**config.mk**
```make
export PLATFORM = sky130hd
export DESIGN_NAME = trap_peak_finder_flat
export DESIGN_NICKNAME = d
export VERILOG_FILES = /design/src/rtl/trap_peak_finder_if.sv /design/src/rtl/trap_peak_finder.sv /design/src/flat_wrapper.sv
export SDC_FILE = /design/constraint.sdc
export NUM_CORES = 1
export LEC_CHECK = 0
export CAP_MARGIN = 20
export CORE_ASPECT_RATIO = 1.5
export CORE_MARGIN = 2
export CORE_UTILIZATION = 25
export DETAILED_ROUTE_END_ITERATION = 8
export GPL_ROUTABILITY_DRIVEN = 0
export HOLD_SLACK_MARGIN = 0.15
export RECOVER_POWER = 50
export SKIP_LAST_GASP = 1
export SLEW_MARGIN = 5
export SYNTH_ARGS = -nofsm -noshare
export SYNTH_HDL_FRONTEND = slang
export SYNTH_SLANG_ARGS = --single-unit
```
**constraint.sdc**
```tcl
create_clock -name clk -period 3.9 [get_ports clk]
set_input_delay 0.78 -clock clk [delete_from_list [all_inputs] [get_ports clk]]
set_output_delay 0.78 -clock clk [all_outputs]
set_load 0.02 [all_outputs]
```
**src/rtl/trap_peak_finder_if.sv**
```systemverilog
// ---------------------------------------------------------------------------
// trap_peak_finder_if
//
// Purpose: bundles the sample input and the event output of the trapezoid
// peak finder so the block and its environment share one port declaration.
//
// Signals:
//   data_in    signed filter sample, one per clock (environment -> finder)
//   out_ready  consumer accepts the event held in the output register
//   out_valid  event present in the output register
//   out_amp    signed peak value of the event
//   out_ts     timestamp of the first sample equal to the peak
//   out_width  samples above threshold, saturating
//   out_pileup width reached the pile-up limit
//   drop_cnt   events lost to backpressure, saturating
//   busy       finder is not idle
//
// Modports:
//   master  environment side (drives data_in and out_ready)
//   slave   peak finder side (drives the event fields and status)
// ---------------------------------------------------------------------------
interface trap_peak_finder_if #(
  parameter int DATA_W  = 21,
  parameter int TS_W    = 32,
  parameter int WIDTH_W = 8
);

  logic signed [DATA_W-1:0]  data_in;
  logic                      out_ready;
  logic                      out_valid;
  logic signed [DATA_W-1:0]  out_amp;
  logic        [TS_W-1:0]    out_ts;
  logic        [WIDTH_W-1:0] out_width;
  logic                      out_pileup;
  logic        [15:0]        drop_cnt;
  logic                      busy;

  modport master (
    output data_in,
    output out_ready,
    input  out_valid,
    input  out_amp,
    input  out_ts,
    input  out_width,
    input  out_pileup,
    input  drop_cnt,
    input  busy
  );

  modport slave (
    input  data_in,
    input  out_ready,
    output out_valid,
    output out_amp,
    output out_ts,
    output out_width,
    output out_pileup,
    output drop_cnt,
    output busy
  );

endinterface

```
**src/rtl/trap_peak_finder.sv**
```systemverilog
// ---------------------------------------------------------------------------
// trap_peak_finder
//
// Purpose: sits behind the trapezoidal shaping filter. Each shaped pulse is
// detected by a strict threshold crossing, its maximum and the timestamp of
// the first sample reaching that maximum are tracked, and on the first
// sample back at or below threshold one event {amp, ts, width, pileup} is
// offered to a valid/ready output register. After an event the input is
// ignored for HOLDOFF cycles, then the finder waits for the signal to drop
// below threshold before it can re-arm.
//
// Ports:
//   clk     system clock, rising edge
//   reset   asynchronous, active-low reset
//   bus     trap_peak_finder_if.slave: data_in/out_ready in, event fields,
//           drop_cnt and busy out
//
// Parameters:
//   DATA_W     signed sample width
//   THRESHOLD  signed trigger level, sample is above iff data_in > THRESHOLD
//   MAX_WIDTH  width at or beyond which the event is flagged pile-up
//   HOLDOFF    dead-time cycles after the end of an event
//   TS_W       timestamp counter width
//   WIDTH_W    width field size
// ---------------------------------------------------------------------------
module trap_peak_finder #(
  parameter int        DATA_W    = 21,
  parameter int signed THRESHOLD = 100,
  parameter int        MAX_WIDTH = 200,
  parameter int        HOLDOFF   = 4,
  parameter int        TS_W      = 32,
  parameter int        WIDTH_W   = 8
) (
  input logic               clk,
  input logic               reset,
  trap_peak_finder_if.slave bus
);

  // -------------------------------------------------------------------------
  // Constants
  // -------------------------------------------------------------------------
  localparam logic signed [DATA_W-1:0] THR_S = DATA_W'(THRESHOLD);

  // Pile-up compare is done at 32 bits so a MAX_WIDTH beyond the width
  // field range simply never flags.
  localparam int unsigned MAXW_U = MAX_WIDTH;

  // Holdoff counter runs 0 .. HOLDOFF-1 while in HOLD.
  localparam int HC_W = (HOLDOFF > 1) ? $clog2(HOLDOFF) : 1;
  localparam logic [HC_W-1:0] HOLD_LAST = HC_W'((HOLDOFF > 0) ? (HOLDOFF - 1) : 0);

  typedef enum logic [1:0] {
    ST_IDLE     = 2'd0,
    ST_RISE     = 2'd1,
    ST_HOLD     = 2'd2,
    ST_WAIT_LOW = 2'd3
  } state_t;

  // -------------------------------------------------------------------------
  // State
  // -------------------------------------------------------------------------
  state_t                    state_q,    state_d;
  logic        [TS_W-1:0]    ts_q;
  logic signed [DATA_W-1:0]  max_q,      max_d;
  logic        [TS_W-1:0]    max_ts_q,   max_ts_d;
  logic        [WIDTH_W-1:0] width_q,    width_d;
  logic        [HC_W-1:0]    hold_cnt_q, hold_cnt_d;

  logic                      valid_q,    valid_d;
  logic signed [DATA_W-1:0]  amp_q,      amp_d;
  logic        [TS_W-1:0]    ev_ts_q,    ev_ts_d;
  logic        [WIDTH_W-1:0] ev_width_q, ev_width_d;
  logic                      pileup_q,   pileup_d;
  logic        [15:0]        drop_q,     drop_d;

  // -------------------------------------------------------------------------
  // Combinational helpers
  // -------------------------------------------------------------------------
  logic signed [DATA_W-1:0]  sample;
  logic                      above;
  logic                      new_max;
  logic        [WIDTH_W-1:0] width_inc;
  logic                      ev_end;
  logic                      ev_load;
  logic                      ev_pileup;

  assign sample  = bus.data_in;
  assign above   = (sample > THR_S);    // both operands signed
  assign new_max = (sample > max_q);    // strict: ties keep the earlier ts

  assign width_inc = (width_q == {WIDTH_W{1'b1}}) ? width_q
                                                   : width_q + WIDTH_W'(1);

  // width_q at the ending edge already excludes the terminating sample.
  assign ev_pileup = (32'(width_q) >= MAXW_U);

  // The output register can take a new event when it is empty or is being
  // emptied on this very edge; otherwise the event is lost.
  assign ev_load = ev_end && (!valid_q || bus.out_ready);

  // -------------------------------------------------------------------------
  // Pulse tracking FSM: next state and tracking registers
  // -------------------------------------------------------------------------
  always_comb begin
    state_d    = state_q;
    max_d      = max_q;
    max_ts_d   = max_ts_q;
    width_d    = width_q;
    hold_cnt_d = hold_cnt_q;
    ev_end     = 1'b0;

    unique case (state_q)
      ST_IDLE: begin
        if (above) begin
          state_d  = ST_RISE;
          max_d    = sample;
          max_ts_d = ts_q;
          width_d  = WIDTH_W'(1);
        end
      end

      ST_RISE: begin
        if (above) begin
          width_d = width_inc;
          if (new_max) begin
            max_d    = sample;
            max_ts_d = ts_q;
          end
        end else begin
          ev_end     = 1'b1;
          hold_cnt_d = '0;
          state_d    = (HOLDOFF > 0) ? ST_HOLD : ST_WAIT_LOW;
        end
      end

      ST_HOLD: begin
        // Input is ignored here; only the dead-time counter advances.
        if (hold_cnt_q == HOLD_LAST) begin
          hold_cnt_d = '0;
          state_d    = ST_WAIT_LOW;
        end else begin
          hold_cnt_d = hold_cnt_q + HC_W'(1);
        end
      end

      ST_WAIT_LOW: begin
        // A signal still above threshold must fall before re-arming.
        if (!above) begin
          state_d = ST_IDLE;
        end
      end

      default: begin
        state_d = ST_IDLE;
      end
    endcase
  end

  // -------------------------------------------------------------------------
  // Output register and drop counter: next state
  // -------------------------------------------------------------------------
  always_comb begin
    valid_d    = valid_q;
    amp_d      = amp_q;
    ev_ts_d    = ev_ts_q;
    ev_width_d = ev_width_q;
    pileup_d   = pileup_q;
    drop_d     = drop_q;

    if (ev_load) begin
      valid_d    = 1'b1;
      amp_d      = max_q;
      ev_ts_d    = max_ts_q;
      ev_width_d = width_q;
      pileup_d   = ev_pileup;
    end else if (bus.out_ready) begin
      valid_d = 1'b0;
    end

    if (ev_end && !ev_load && (drop_q != 16'hFFFF)) begin
      drop_d = drop_q + 16'd1;
    end
  end

  // -------------------------------------------------------------------------
  // Registers
  // -------------------------------------------------------------------------
  always_ff @(posedge clk or negedge reset) begin
    if (!reset) begin
      state_q    <= ST_IDLE;
      ts_q       <= '0;
      max_q      <= '0;
      max_ts_q   <= '0;
      width_q    <= '0;
      hold_cnt_q <= '0;
      valid_q    <= 1'b0;
      amp_q      <= '0;
      ev_ts_q    <= '0;
      ev_width_q <= '0;
      pileup_q   <= 1'b0;
      drop_q     <= '0;
    end else begin
      state_q    <= state_d;
      ts_q       <= ts_q + TS_W'(1);   // wraps naturally
      max_q      <= max_d;
      max_ts_q   <= max_ts_d;
      width_q    <= width_d;
      hold_cnt_q <= hold_cnt_d;
      valid_q    <= valid_d;
      amp_q      <= amp_d;
      ev_ts_q    <= ev_ts_d;
      ev_width_q <= ev_width_d;
      pileup_q   <= pileup_d;
      drop_q     <= drop_d;
    end
  end

  // -------------------------------------------------------------------------
  // Outputs
  // -------------------------------------------------------------------------
  assign bus.out_valid  = valid_q;
  assign bus.out_amp    = amp_q;
  assign bus.out_ts     = ev_ts_q;
  assign bus.out_width  = ev_width_q;
  assign bus.out_pileup = pileup_q;
  assign bus.drop_cnt   = drop_q;
  assign bus.busy       = (state_q != ST_IDLE);

endmodule

```
**src/flat_wrapper.sv**
```systemverilog
// flat-port wrapper written by rule: the top's interface ports become plain ports
module trap_peak_finder_flat 
#(
  parameter int        DATA_W    = 21,
  parameter int signed THRESHOLD = 100,
  parameter int        MAX_WIDTH = 200,
  parameter int        HOLDOFF   = 4,
  parameter int        TS_W      = 32,
  parameter int        WIDTH_W   = 8
)
  (clk, reset, bus_data_in, bus_out_ready, bus_out_valid, bus_out_amp, bus_out_ts, bus_out_width, bus_out_pileup, bus_drop_cnt, bus_busy);
  trap_peak_finder_if #(.DATA_W(DATA_W), .TS_W(TS_W), .WIDTH_W(WIDTH_W)) bus_i ();
  input logic clk;
  input logic reset;
  input wire logic [$bits(bus_i.data_in)-1:0] bus_data_in;
  input wire logic [$bits(bus_i.out_ready)-1:0] bus_out_ready;
  output wire logic [$bits(bus_i.out_valid)-1:0] bus_out_valid;
  output wire logic [$bits(bus_i.out_amp)-1:0] bus_out_amp;
  output wire logic [$bits(bus_i.out_ts)-1:0] bus_out_ts;
  output wire logic [$bits(bus_i.out_width)-1:0] bus_out_width;
  output wire logic [$bits(bus_i.out_pileup)-1:0] bus_out_pileup;
  output wire logic [$bits(bus_i.drop_cnt)-1:0] bus_drop_cnt;
  output wire logic [$bits(bus_i.busy)-1:0] bus_busy;
  assign bus_i.data_in = bus_data_in;
  assign bus_i.out_ready = bus_out_ready;
  assign bus_out_valid = bus_i.out_valid;
  assign bus_out_amp = bus_i.out_amp;
  assign bus_out_ts = bus_i.out_ts;
  assign bus_out_width = bus_i.out_width;
  assign bus_out_pileup = bus_i.out_pileup;
  assign bus_drop_cnt = bus_i.drop_cnt;
  assign bus_busy = bus_i.busy;
  trap_peak_finder #(.DATA_W(DATA_W), .THRESHOLD(THRESHOLD), .MAX_WIDTH(MAX_WIDTH), .HOLDOFF(HOLDOFF), .TS_W(TS_W), .WIDTH_W(WIDTH_W)) u_core (.clk(clk), .reset(reset), .bus(bus_i));
endmodule
```
==> flow_summary.yaml <==
status:
  outcome: "complete, but fails checks"
  violations: "capacitance limit, slew limit"
routing:
  vias: 4855
  detail_route.drc_violations: 0
  detailedRoute.firstIterationViolations: 168
  dr.pass1.iters: 6
  drtAntennaViolNets: 0
  route.detailed.wl_per_inst_um: 14.2
  drt-vias-per-instance: 4.24
  postRouteWirelength_mm: 16.2
sta:
  setup_repair_after_global_routing_missed_its_margin: "false"
  max_slew_margin: -0.891
  max_freq_mhz: 299
  layout_min_cycle_time_ps: 3350
  finalHoldViolations: 0
  finalMaxSlewViolations: 62
  final-setup-viol-count: 0
  worst_clock_skew_ps: 11.5
  period_share: 0.858
  final.setup.tns_ps: 0
  worst_slew_pin_slew_ps: 2840
floorplan:
  die-height_um: 220
  floorplan.core_area_um2: 30800
  floorplan.initialDensity: 0.252
  fp-row-count: 79
  dieWidth_um: 148
  full_die_area_um2: 32500
  io_pins: 104
worst_setup_path:
  crit_start: "bus_data_in[6]"
  type_of_element_capturing_the_critical_path: "flop"
  critical_path.startpoint_type: "input pin"
  crit_path_frequent_cell: "sky130_fd_sc_hd__nor3_1"
  cpMaxStageDelayCell: "sky130_fd_sc_hd__or4_1"
  timing.critical_path.arrival_ps: 3670
  critPathRequiredTime_ps: 4230
  rr_worst_depth: 10
  worst-path-max-fanout: 42
  endpoint_of_the_lowest_slack_register_to_register_path: "u_core.max_ts_q[31]"
  critical-path-max-stage-delay_ps: 560
  path_cells: "clkdlybuf4s50_1 -> ha_1 -> a21oi_1 -> nor3_1 -> nor3_1 -> a21boi_0 -> or4_1 -> a211oi_4 -> buf_12 -> mux2_2"
  timing.critical_path.buf_inv: 2
  worstSetupEndpoint: "u_core.max_ts_q[31]"
  criticalPathCategory: "in2reg"
  timing.reg2reg.setup_slack_ps: 990
  rr_startpoint: "u_core.max_q[6]"
  timing.critical_path.max_delay_family: "buffers and inverters"
  number_of_gates_on_the_worst_path_with_buffers_counted: 10
synth:
  synth_xor_area_frac: 0.0564
  yosys.area_share.simple: 0.100
  synthesis.instances: 605
  yosys-mux-area-fraction: 0.158
  synth_fp_nets: 659
  synth-warning-count: 0
  synth_top_family_by_area: "multiplexers"
  netlist_area_um2: 7770
  postSynthAreaPerCell_um2: 12.8
  synth_fa_ha_area_frac: 0.0483
  synth_compound_gate_area_share: 0.0427
  synth.ff_latch_count: 176
  synth_enable_flop_cells: 0
  postSynth.asyncResetShare: 1.00
  synth.yosys.seq_area_share: 0.567
  ys_types: 41
  synth_flop_cell: "sky130_fd_sc_hd__dfrtp_1"
finish:
  num-nets-final: 780
  area_growth_pct: 28.0
  insertedDiodeCount: 0
  n_fill_cell: 3155
  drive_gt1_frac: 0.196
pwr:
  power.density_cell_area_nw_per_um2: 596
  total_power_w: 0.00593
  power.static_leakage_nw: 4.72
  max-vdd-ir-drop_uv: 270
global_route:
  vias_in_the_first_global_route: 5061
  global_route.usage.total: 0.107
  initial_antenna_violation_count: 0
  grt_remaining_overflow: 0
  grt_start_max_net_pins: 86
  grt_first_pass_wirelength_mm: 26.8
clock_tree:
  cts_root_buffer: "sky130_fd_sc_hd__clkbuf_16"
  clock_tree.buffer_depth: 2
  ctsHtreeMaxLevel: 4
  insertion_delay_ps: 450
  cts_sinks: 176
  cts.reportedPaths.clkPinSlew_ps: 70
  tritoncts: "yes"
  holdBufCountCts: 0
  post_cts_resized: 0
  tritoncts.num_buffers: 17
  postCtsSetupRepairBufs: 0
place:
  post-dp-hpwl_mm: 11.4
  numPortBuffers: 103
min_path:
  timing.hold.worst.class: "reg2reg"
  critical_hold_path_startpoint: "u_core.ts_q[31]"
flow_run:
  timing.max_cap.violations: 1
metal layers:
metal | global-route usage | part of all wire
met5 | 0 | 0
met4 | 0.0543 | 0.025
met3 | 0.0246 | 0.029
met1 | 0.120 | 0.42
met2 | 0.188 | 0.52
worst reg2reg max path: stages (launching register included):
cell and delay [ps]:
sky130_fd_sc_hd__dfrtp_1 380, sky130_fd_sc_hd__inv_1 80, sky130_fd_sc_hd__ha_1 240, sky130_fd_sc_hd__a21oi_1 200
sky130_fd_sc_hd__nor3_1 60, sky130_fd_sc_hd__nor3_1 110, sky130_fd_sc_hd__a21boi_0 100, sky130_fd_sc_hd__or4_1 560
sky130_fd_sc_hd__a211oi_4 320, sky130_fd_sc_hd__buf_12 340, sky130_fd_sc_hd__mux2_2 400
worst min-delay path by stage:
stage | cells past startpoint | to
6_report | 1 | u_core.ts_q[31]
5_1_grt | 2 | u_core.bus.out_amp[19]
4_1_cts | 1 | u_core.bus.out_amp[19]
3_5_place_dp | 1 | u_core.ts_q[31]
3_3_place_gp | 1 | u_core.ts_q[31]
2_1_floorplan | 1 | u_core.ts_q[31]
kinds of logic after synthesis:
kind of cell	after synthesis
buffers and inverters	45
AND/OR/NAND/NOR	158
flip-flops	176
multiplexers	93
XOR/XNOR	50
adder cells (fa/ha/maj)	30
AO/OA/AOI/OAI	53
synthesized netlist by cell type, types with 2 or more instances:
master	count	share of area
sky130_fd_sc_hd__inv_1	30	0.014
sky130_fd_sc_hd__nor2b_1	2	0.0016
sky130_fd_sc_hd__nand2b_1	3	0.0024
sky130_fd_sc_hd__nor3_1	9	0.0058
sky130_fd_sc_hd__nand2_1	50	0.024
sky130_fd_sc_hd__nand4_1	18	0.014
sky130_fd_sc_hd__a21o_1	2	0.0019
sky130_fd_sc_hd__nor2_1	28	0.014
sky130_fd_sc_hd__dfrtp_1	176	0.57
sky130_fd_sc_hd__o21ai_0	31	0.020
sky130_fd_sc_hd__o21a_1	2	0.0019
sky130_fd_sc_hd__or4_1	2	0.0019
sky130_fd_sc_hd__xor2_1	22	0.025
sky130_fd_sc_hd__mux2_2	44	0.064
sky130_fd_sc_hd__clkbuf_1	7	0.0034
sky130_fd_sc_hd__ha_1	30	0.048
sky130_fd_sc_hd__nand3_1	23	0.015
sky130_fd_sc_hd__and4_1	5	0.0056
sky130_fd_sc_hd__a21oi_1	8	0.0052
sky130_fd_sc_hd__and3_1	11	0.0089
sky130_fd_sc_hd__o311ai_0	2	0.0023
sky130_fd_sc_hd__buf_6	5	0.0072
sky130_fd_sc_hd__mux2_4	49	0.095
sky130_fd_sc_hd__and2_1	2	0.0016
sky130_fd_sc_hd__xnor2_1	28	0.032
placed cells by master, fill, tap and decap left out, drive strengths merged, types with 2 or more instances in the layout:
| cell type | instances |
|---|---|
| dfrtp | 176 |
| mux2 | 93 |
| clkdlybuf4s50 | 88 |
| nand2 | 50 |
| o21ai | 31 |
| inv | 31 |
| ha | 30 |
| nor2 | 28 |
| xnor2 | 28 |
| nand3 | 23 |
| xor2 | 22 |
| clkbuf | 21 |
| nand4 | 18 |
| dlygate4sd3 | 14 |
| buf | 13 |
| and3 | 11 |
| nor3 | 9 |
| a21oi | 8 |
| and4 | 5 |
| clkinv | 5 |
| clkinvlp | 4 |
| nand2b | 3 |
| and2 | 3 |
| or4 | 2 |
| o21a | 2 |
| o311ai | 2 |
| a21o | 2 |
| nor2b | 2 |
| bufinv | 2 |
| a221oi | 2 |
registers in the layout, indices dropped and copies added (netlist names):
name and flops:
u_core.bus.out_ts 32, u_core.bus.out_pileup 1, u_core.max_ts_q 32, u_core.bus.out_amp 21, u_core.max_q 21, u_core.ts_q 32, u_core.bus.drop_cnt 16, u_core.hold_cnt_q 2
u_core.width_q 8, u_core.bus.out_width 8, u_core.bus.out_valid 1, u_core.state_q 2
stage by stage:
| stage | area (µm²) | hold WS (ps) | setup WS (ps) | cells | util |
|---|---|---|---|---|---|
| floorplan | 7770 | 438 | 757 | 605 | - |
| global placement | 9360 | 464 | 96.9 | 1112 | 0.304 |
| detailed placement | 9360 | 464 | 77.8 | 1112 | 0.304 |
| CTS | 9950 | 323 | 555 | 1144 | 0.323 |
| global route | 9950 | 497 | 183 | 1144 | 0.323 |
| finish | 9950 | 463 | 554 | 1144 | 0.323 |
cell type report:
type / instances / area (µm²) / area share
clock inverters: 12 / 135 / 0.0136
clock buffers: 20 / 457 / 0.0459
inverters: 30 / 113 / 0.0113
well taps: 405 / 507 / 0.0509
multi-input cells: 384 / 3160 / 0.318
repair buffers: 117 / 1170 / 0.118
flip-flops and latches: 176 / 4400 / 0.443
where the power goes:
group | total (W) | internal [W] | switching [W]
Combinational | 0.00185 | 0.000916 | 0.000936
Sequential | 0.00235 | 0.00215 | 0.000199
Clock | 0.00172 | 0.000979 | 0.000744
Power figures use the tool's default switching activity.
